File: config.mk
export PLATFORM = sky130hd
export DESIGN_NAME = ex_mem_skid_buffer
export DESIGN_NICKNAME = d
export VERILOG_FILES = /design/src/rtl/ex_mem_skid_buffer.sv
export SDC_FILE = /design/constraint.sdc
export NUM_CORES = 1
export LEC_CHECK = 0
export ABC_AREA = 1
export CAP_MARGIN = 0
export CORE_ASPECT_RATIO = 0.9
export CORE_MARGIN = 2
export CORE_UTILIZATION = 50
export DETAILED_ROUTE_END_ITERATION = 12
export PLACE_DENSITY = 0.81
export SKIP_LAST_GASP = 1
export SYNTH_ARGS = -nofsm -noshare
export SYNTH_HDL_FRONTEND = slang
export SYNTH_SLANG_ARGS = --single-unit
File: constraint.sdc
create_clock -name clk -period 1.65 [get_ports clk]
set_clock_uncertainty 0.1 [all_clocks]
set_input_delay 0.165 -clock clk [delete_from_list [all_inputs] [get_ports clk]]
set_output_delay 0.165 -clock clk [all_outputs]
set_load 0.05 [all_outputs]
File: src/rtl/ex_mem_skid_buffer.sv
// EX->MEM pipeline register with valid/ready handshake, optional skid entry,
// flush, and a forwarding tap for the hazard/forward unit.
module ex_mem_skid_buffer #(
  parameter int unsigned XLEN = 32,
  parameter int unsigned REGW = 5,
  parameter int unsigned SKID = 1
) (
  input  logic            clk,
  input  logic            rst,
  input  logic            flush,
  input  logic            in_valid,
  output logic            in_ready,
  input  logic            MemRead_i,
  input  logic            MemtoReg_i,
  input  logic            MemWrite_i,
  input  logic            RegWrite_i,
  input  logic [XLEN-1:0] ALUResult_i,
  input  logic [XLEN-1:0] MemData_i,
  input  logic [REGW-1:0] rd_i,
  output logic            out_valid,
  input  logic            out_ready,
  output logic            MemRead_o,
  output logic            MemtoReg_o,
  output logic            MemWrite_o,
  output logic            RegWrite_o,
  output logic [XLEN-1:0] ALUResult_o,
  output logic [XLEN-1:0] MemData_o,
  output logic [REGW-1:0] rd_o,
  output logic            fwd_en,
  output logic [REGW-1:0] fwd_rd,
  output logic [XLEN-1:0] fwd_data,
  output logic [1:0]      occupancy
);

  typedef struct packed {
    logic            mem_read;
    logic            mem_to_reg;
    logic            mem_write;
    logic            reg_write;
    logic [XLEN-1:0] alu_result;
    logic [XLEN-1:0] mem_data;
    logic [REGW-1:0] rd;
  } entry_t;

  typedef enum logic [1:0] {
    EMPTY = 2'd0,
    ONE   = 2'd1,
    TWO   = 2'd2
  } state_t;

  state_t state_q, state_d;
  entry_t main_q, main_d;
  entry_t skid_q, skid_d;
  entry_t in_entry;
  logic   in_ready_q;
  logic   acc;
  logic   pop;

  // Bundle the incoming fields and derive the handshake events.
  always_comb begin
    in_entry = '{mem_read:   MemRead_i,
                 mem_to_reg: MemtoReg_i,
                 mem_write:  MemWrite_i,
                 reg_write:  RegWrite_i,
                 alu_result: ALUResult_i,
                 mem_data:   MemData_i,
                 rd:         rd_i};
    out_valid = (state_q != EMPTY);
    pop       = out_valid & out_ready;
    // Registered ready hides MEM backpressure from EX; without a skid entry
    // the head must drain in the same cycle, so ready follows out_ready.
    in_ready  = (SKID != 0) ? in_ready_q : (~out_valid | out_ready);
    acc       = in_valid & in_ready;
  end

  // Next-state and entry movement; flush overrides every other event.
  always_comb begin
    state_d = state_q;
    main_d  = main_q;
    skid_d  = skid_q;
    unique case (state_q)
      EMPTY: begin
        if (acc) begin
          state_d = ONE;
          main_d  = in_entry;
        end
      end
      ONE: begin
        if (pop && acc) begin
          main_d = in_entry;
        end else if (pop) begin
          state_d = EMPTY;
        end else if (acc && (SKID != 0)) begin
          state_d = TWO;
          skid_d  = in_entry;
        end
      end
      TWO: begin
        if (pop) begin
          state_d = ONE;
          main_d  = skid_q;
          skid_d  = '0;
        end
      end
      default: state_d = EMPTY;
    endcase
    if (flush) begin
      state_d = EMPTY;
      main_d  = '0;
      skid_d  = '0;
    end
  end

  // State, entry and registered-ready update with synchronous reset.
  always_ff @(posedge clk) begin
    if (rst) begin
      state_q    <= EMPTY;
      main_q     <= '0;
      skid_q     <= '0;
      in_ready_q <= 1'b1;
    end else begin
      state_q    <= state_d;
      main_q     <= main_d;
      skid_q     <= skid_d;
      in_ready_q <= (state_d != TWO);
    end
  end

  // Head outputs; control bits are gated so a bubble never issues an operation.
  always_comb begin
    MemRead_o   = main_q.mem_read   & out_valid;
    MemtoReg_o  = main_q.mem_to_reg & out_valid;
    MemWrite_o  = main_q.mem_write  & out_valid;
    RegWrite_o  = main_q.reg_write  & out_valid;
    ALUResult_o = main_q.alu_result;
    MemData_o   = main_q.mem_data;
    rd_o        = main_q.rd;
    fwd_en      = out_valid & RegWrite_o & ~MemtoReg_o & (rd_o != '0);
    fwd_rd      = rd_o;
    fwd_data    = ALUResult_o;
    occupancy   = state_q;
  end

endmodule

==> impl_summary.md <==
Synth
Sequential elements use slightly below 40% of the synthesized area. Yosys printed 0 warnings. The number of different library cells in the post-synthesis netlist is 18. The cell area that synthesis handed to floorplanning was around 0.0078 sq mm.

Synthesis produced between 1k and 1.5k cells. Counting every net in the synthesized netlist gives about 1.3k. The synthesized design contains around 150 register bits. Each instance of the synthesized netlist takes up on average 6.60 sq um.

Global route
The first global-routing pass estimated about 33,000 um of wire. The total overflow left after global routing is 0. The largest net degree at the start of global routing is 60.

The number of antenna violations at the first check in global routing was 0. The via count of the first global-routing pass is between 6k and 7k. The combined global-route utilization of all metal layers is between 20% and 30%.

Route
After detailed routing, the number of remaining DRC violations is 0. The per-cell routed wire length is 19.3 um. The wire length after detailed routing is around 29,000 um.

The detailed router finished its first iteration with between 800 and 900 violations. The via count is 8,372. After detailed routing, the number of vias per cell comes to roughly 5.6. The count of antenna-violating nets left after detailed routing is 0. The first detailed-routing pass ran for 5 iterations.

Timing
Setup repair after global routing could not meet its margin everywhere. For the pin with the worst max-slew slack, the measured transition is around 520 ps. The fmax is roughly 0.57 GHz.

The worst hold-check slack is 257 ps. Measured against its own limit, the worst slew margin works out to 65.0%. The number of failing hold endpoints at the final stage is 0. The setup total negative slack is -3330 ps. After layout, the worst path uses 106% of the clock period. Setup violations remaining at the end of the flow were counted as 90. The number of max-slew violations in the final report is 0. Once routing completed, OpenROAD measured the worst setup slack at -93.9 ps. The post-layout minimum cycle time is around 1700 ps.

Floorplanning
In this run the vertical extent of the chip is roughly 120 um. The initial utilization of the core area, before any placement, comes to between 50% and 60%. The number of rows created at floorplan is 43.

The top-level port count is roughly 190. The width of the die is around 140 um. The core region is approximately 0.015 sq mm.

The die area is 0.0165 sq mm.

Power and ir drop
The worst IR drop on VDD is ~0.00080 V. Dividing total power by cell area gives a power density of roughly 880 mW/mm^2. The leakage power figure is approximately 4.9 nW.

CTS
TritonCTS built the clock tree. The number of clock sinks is approximately 150. The H-tree was split into 4 levels. The longest clock path from root to sink contains 2 buffers. The cell sitting at the root of the clock tree is a sky130_fd_sc_hd__clkbuf_16.

Buffers inserted during clock tree synthesis total 17. Hold repair after CTS inserted 0 buffers. Clock-pin slew was measured on the worst setup and hold paths at around 60 ps. The clock latency on the worst-skew pair is approximately 430 ps.

Min path
The path class of the lowest-slack min-delay path is primary input to flip-flop. The worst hold path begins at ALUResult_i[28]. The path with the worst hold slack has its endpoint at skid_q[65]. The cell depth of the worst min-delay path is 3.

Cells and area
The final design instance area without fill is around 0.011 sq mm. The antenna diode instance count is 0. The share of final-layout standard cells stronger than drive strength 1 is about a quarter. Relative to the synthesized area, the layout overhead comes to 44.7%.

The total number of nets in the final design is around 1.4k.

Setup path
The worst reg-to-reg path cell count is 9. Along the worst path, the maximum fanout reaches 16. The launching element type of the critical path is a flip-flop. The critical path goes through buf_6, buf_6, clkinvlp_4, nand2_8, inv_16, nand2_8, buf_16, nand3_1, a21oi_1. The delay of the slowest cell on the worst path is 350 ps. The critical path in this run is classified as flip-flop to flip-flop.

The type of destination of the critical path is a flip-flop. The worst reg2reg path endpoint is skid_q[19]. The reg2reg setup slack is -90 ps.

The startpoint identified for the worst register-to-register timing path is occupancy[0]. The slowest stage of the critical path belongs to the cell sky130_fd_sc_hd__dfxtp_4. For the worst setup path, the data required time is ~1900 ps. Data arrives at the worst endpoint at approximately 2000 ps.

Outcome
The final reports fail on setup timing. The flow ran to the end, but the final reports show violations.

Job
The max-capacitance violation count is 0.

Placement
The final estimated routing congestion in global placement is a little over 0.8. The post-DP HPWL is about 12,000 um. After detailed placement, the total cell area comes to between 0.008 and 0.009 sq mm. Buffers placed on the I/O ports in this run total ~190.
[state kept, by name, summed over array words and instances (netlist names)]
name / flops
in_ready: 1
main_q: 4
fwd_rd: 5
ALUResult_o: 32
occupancy: 2
MemData_o: 32
skid_q: 73
[critical path, delay by kind of cell (launching register included)]
kind / cells / cell delay, ps
buffers and inverters: 5 / 630
and+or+nand+nor: 3 / 440
DFF: 1 / 350
AOI/OAI and AO/OA: 1 / 150
[cell usage after synthesis]
cell type	n	area share, %
sky130_fd_sc_hd__a21oi_1	74	4.8
sky130_fd_sc_hd__a31oi_1	1	0.081
sky130_fd_sc_hd__buf_1	4	0.19
sky130_fd_sc_hd__buf_2	60	3.9
sky130_fd_sc_hd__buf_4	114	11
sky130_fd_sc_hd__buf_6	5	0.73
sky130_fd_sc_hd__clkbuf_1	9	0.44
sky130_fd_sc_hd__dfxtp_1	149	38
sky130_fd_sc_hd__inv_1	79	3.8
sky130_fd_sc_hd__inv_2	1	0.048
sky130_fd_sc_hd__nand2_1	371	18
sky130_fd_sc_hd__nand2_2	1	0.081
sky130_fd_sc_hd__nand3_1	74	4.8
sky130_fd_sc_hd__nand4_1	74	6.0
sky130_fd_sc_hd__nor2_1	154	7.5
sky130_fd_sc_hd__nor3_1	1	0.064
sky130_fd_sc_hd__o21ai_0	2	0.13
sky130_fd_sc_hd__or2_2	1	0.081
[layout by cell type (no fill, tap or decap), types with 3 or more instances in the layout]
cell type                           n
sky130_fd_sc_hd__nand2_8            3
sky130_fd_sc_hd__nand2_4            6
sky130_fd_sc_hd__nand2_2           25
sky130_fd_sc_hd__nand4_1           74
sky130_fd_sc_hd__bufinv_16          3
sky130_fd_sc_hd__nand2_1          339
sky130_fd_sc_hd__buf_4            121
sky130_fd_sc_hd__nor2_2            23
sky130_fd_sc_hd__nor2_4            10
sky130_fd_sc_hd__clkdlybuf4s50_1   77
sky130_fd_sc_hd__nand3_2            4
sky130_fd_sc_hd__buf_12            22
sky130_fd_sc_hd__inv_1             76
sky130_fd_sc_hd__buf_16             8
sky130_fd_sc_hd__buf_6             22
sky130_fd_sc_hd__nor2_1           121
sky130_fd_sc_hd__clkbuf_16         43
sky130_fd_sc_hd__nand3_1           66
sky130_fd_sc_hd__dfxtp_1          146
sky130_fd_sc_hd__buf_8             10
sky130_fd_sc_hd__nand3_4            4
sky130_fd_sc_hd__clkinv_2           4
sky130_fd_sc_hd__a21oi_2           18
sky130_fd_sc_hd__a21oi_1           56
sky130_fd_sc_hd__clkbuf_8           4
[through the flow]
step	util (%)	setup WS, ps	total power (W)	instances
4_1_cts	63.9	-74.9	0.00951	1446
3_5_place_dp	58.2	-162	0.00540	1405
5_1_grt	73.4	-138	0.0101	1502
3_3_place_gp	58.2	-81.6	0.00538	1405
6_report	73.4	-93.9	0.00985	1502
2_1_floorplan	-	14.7	0.00498	1174
[layout make-up]
type | count | area (sq um)
clock inverters | 8 | 118
flip-flops and latches | 149 | 2990
fillers | 1128 | 4060
inverters | 80 | 320
clock buffers | 24 | 513
repair buffers | 285 | 3360
well taps | 202 | 253
multi-input cells | 754 | 3660
[power by group]
group          leakage [nW]  internal, W  switching (W)
combinational          3.40     0.000740        0.00117
sequential             1.21      0.00369      0.0000680
clock                 0.311      0.00262        0.00155
total                  4.92      0.00705        0.00279
[cells by family (layout without fill, tap and decap cells)]
kind of cell           count (synthesis)  in the layout  share of synthesized area [%]
and+or+nand+nor                      676            677                           36.4
buffers and inverters                272            397                           20.1
DFF                                  149            149                           38.5
AOI/OAI and AO/OA                     77             77                           4.99
[worst max-delay path by stage]
| stage | slack [ps] | start | endpoint |
|---|---|---|---|
| finish | -90 | occupancy[0] | skid_q[19] |
| global route | -140 | occupancy[0] | skid_q[19] |
| CTS | -70 | occupancy[0] | skid_q[60] |
| detailed placement | -160 | out_ready | ALUResult_o[8] |
| global placement | -80 | out_ready | ALUResult_o[11] |
| floorplan | 10 | occupancy[1] | fwd_en |
[layer usage]
metal  wire [um]  GRT usage, %
met5           0             0
met4        1040          8.46
met3        3600          5.78
met2       13100          40.7
met1       11200          34.1
[repair_timing]
action / 4_1_cts / 5_1_grt
pin swaps: 2 / 63
hold endpoints to repair: 0 / 0
resized for setup: 24 / 139
cloned: 4 / 46
endpoints found under the setup margin: 74 / 151
buffers inserted: 6 / 10
(Power assumes the default switching activity.)
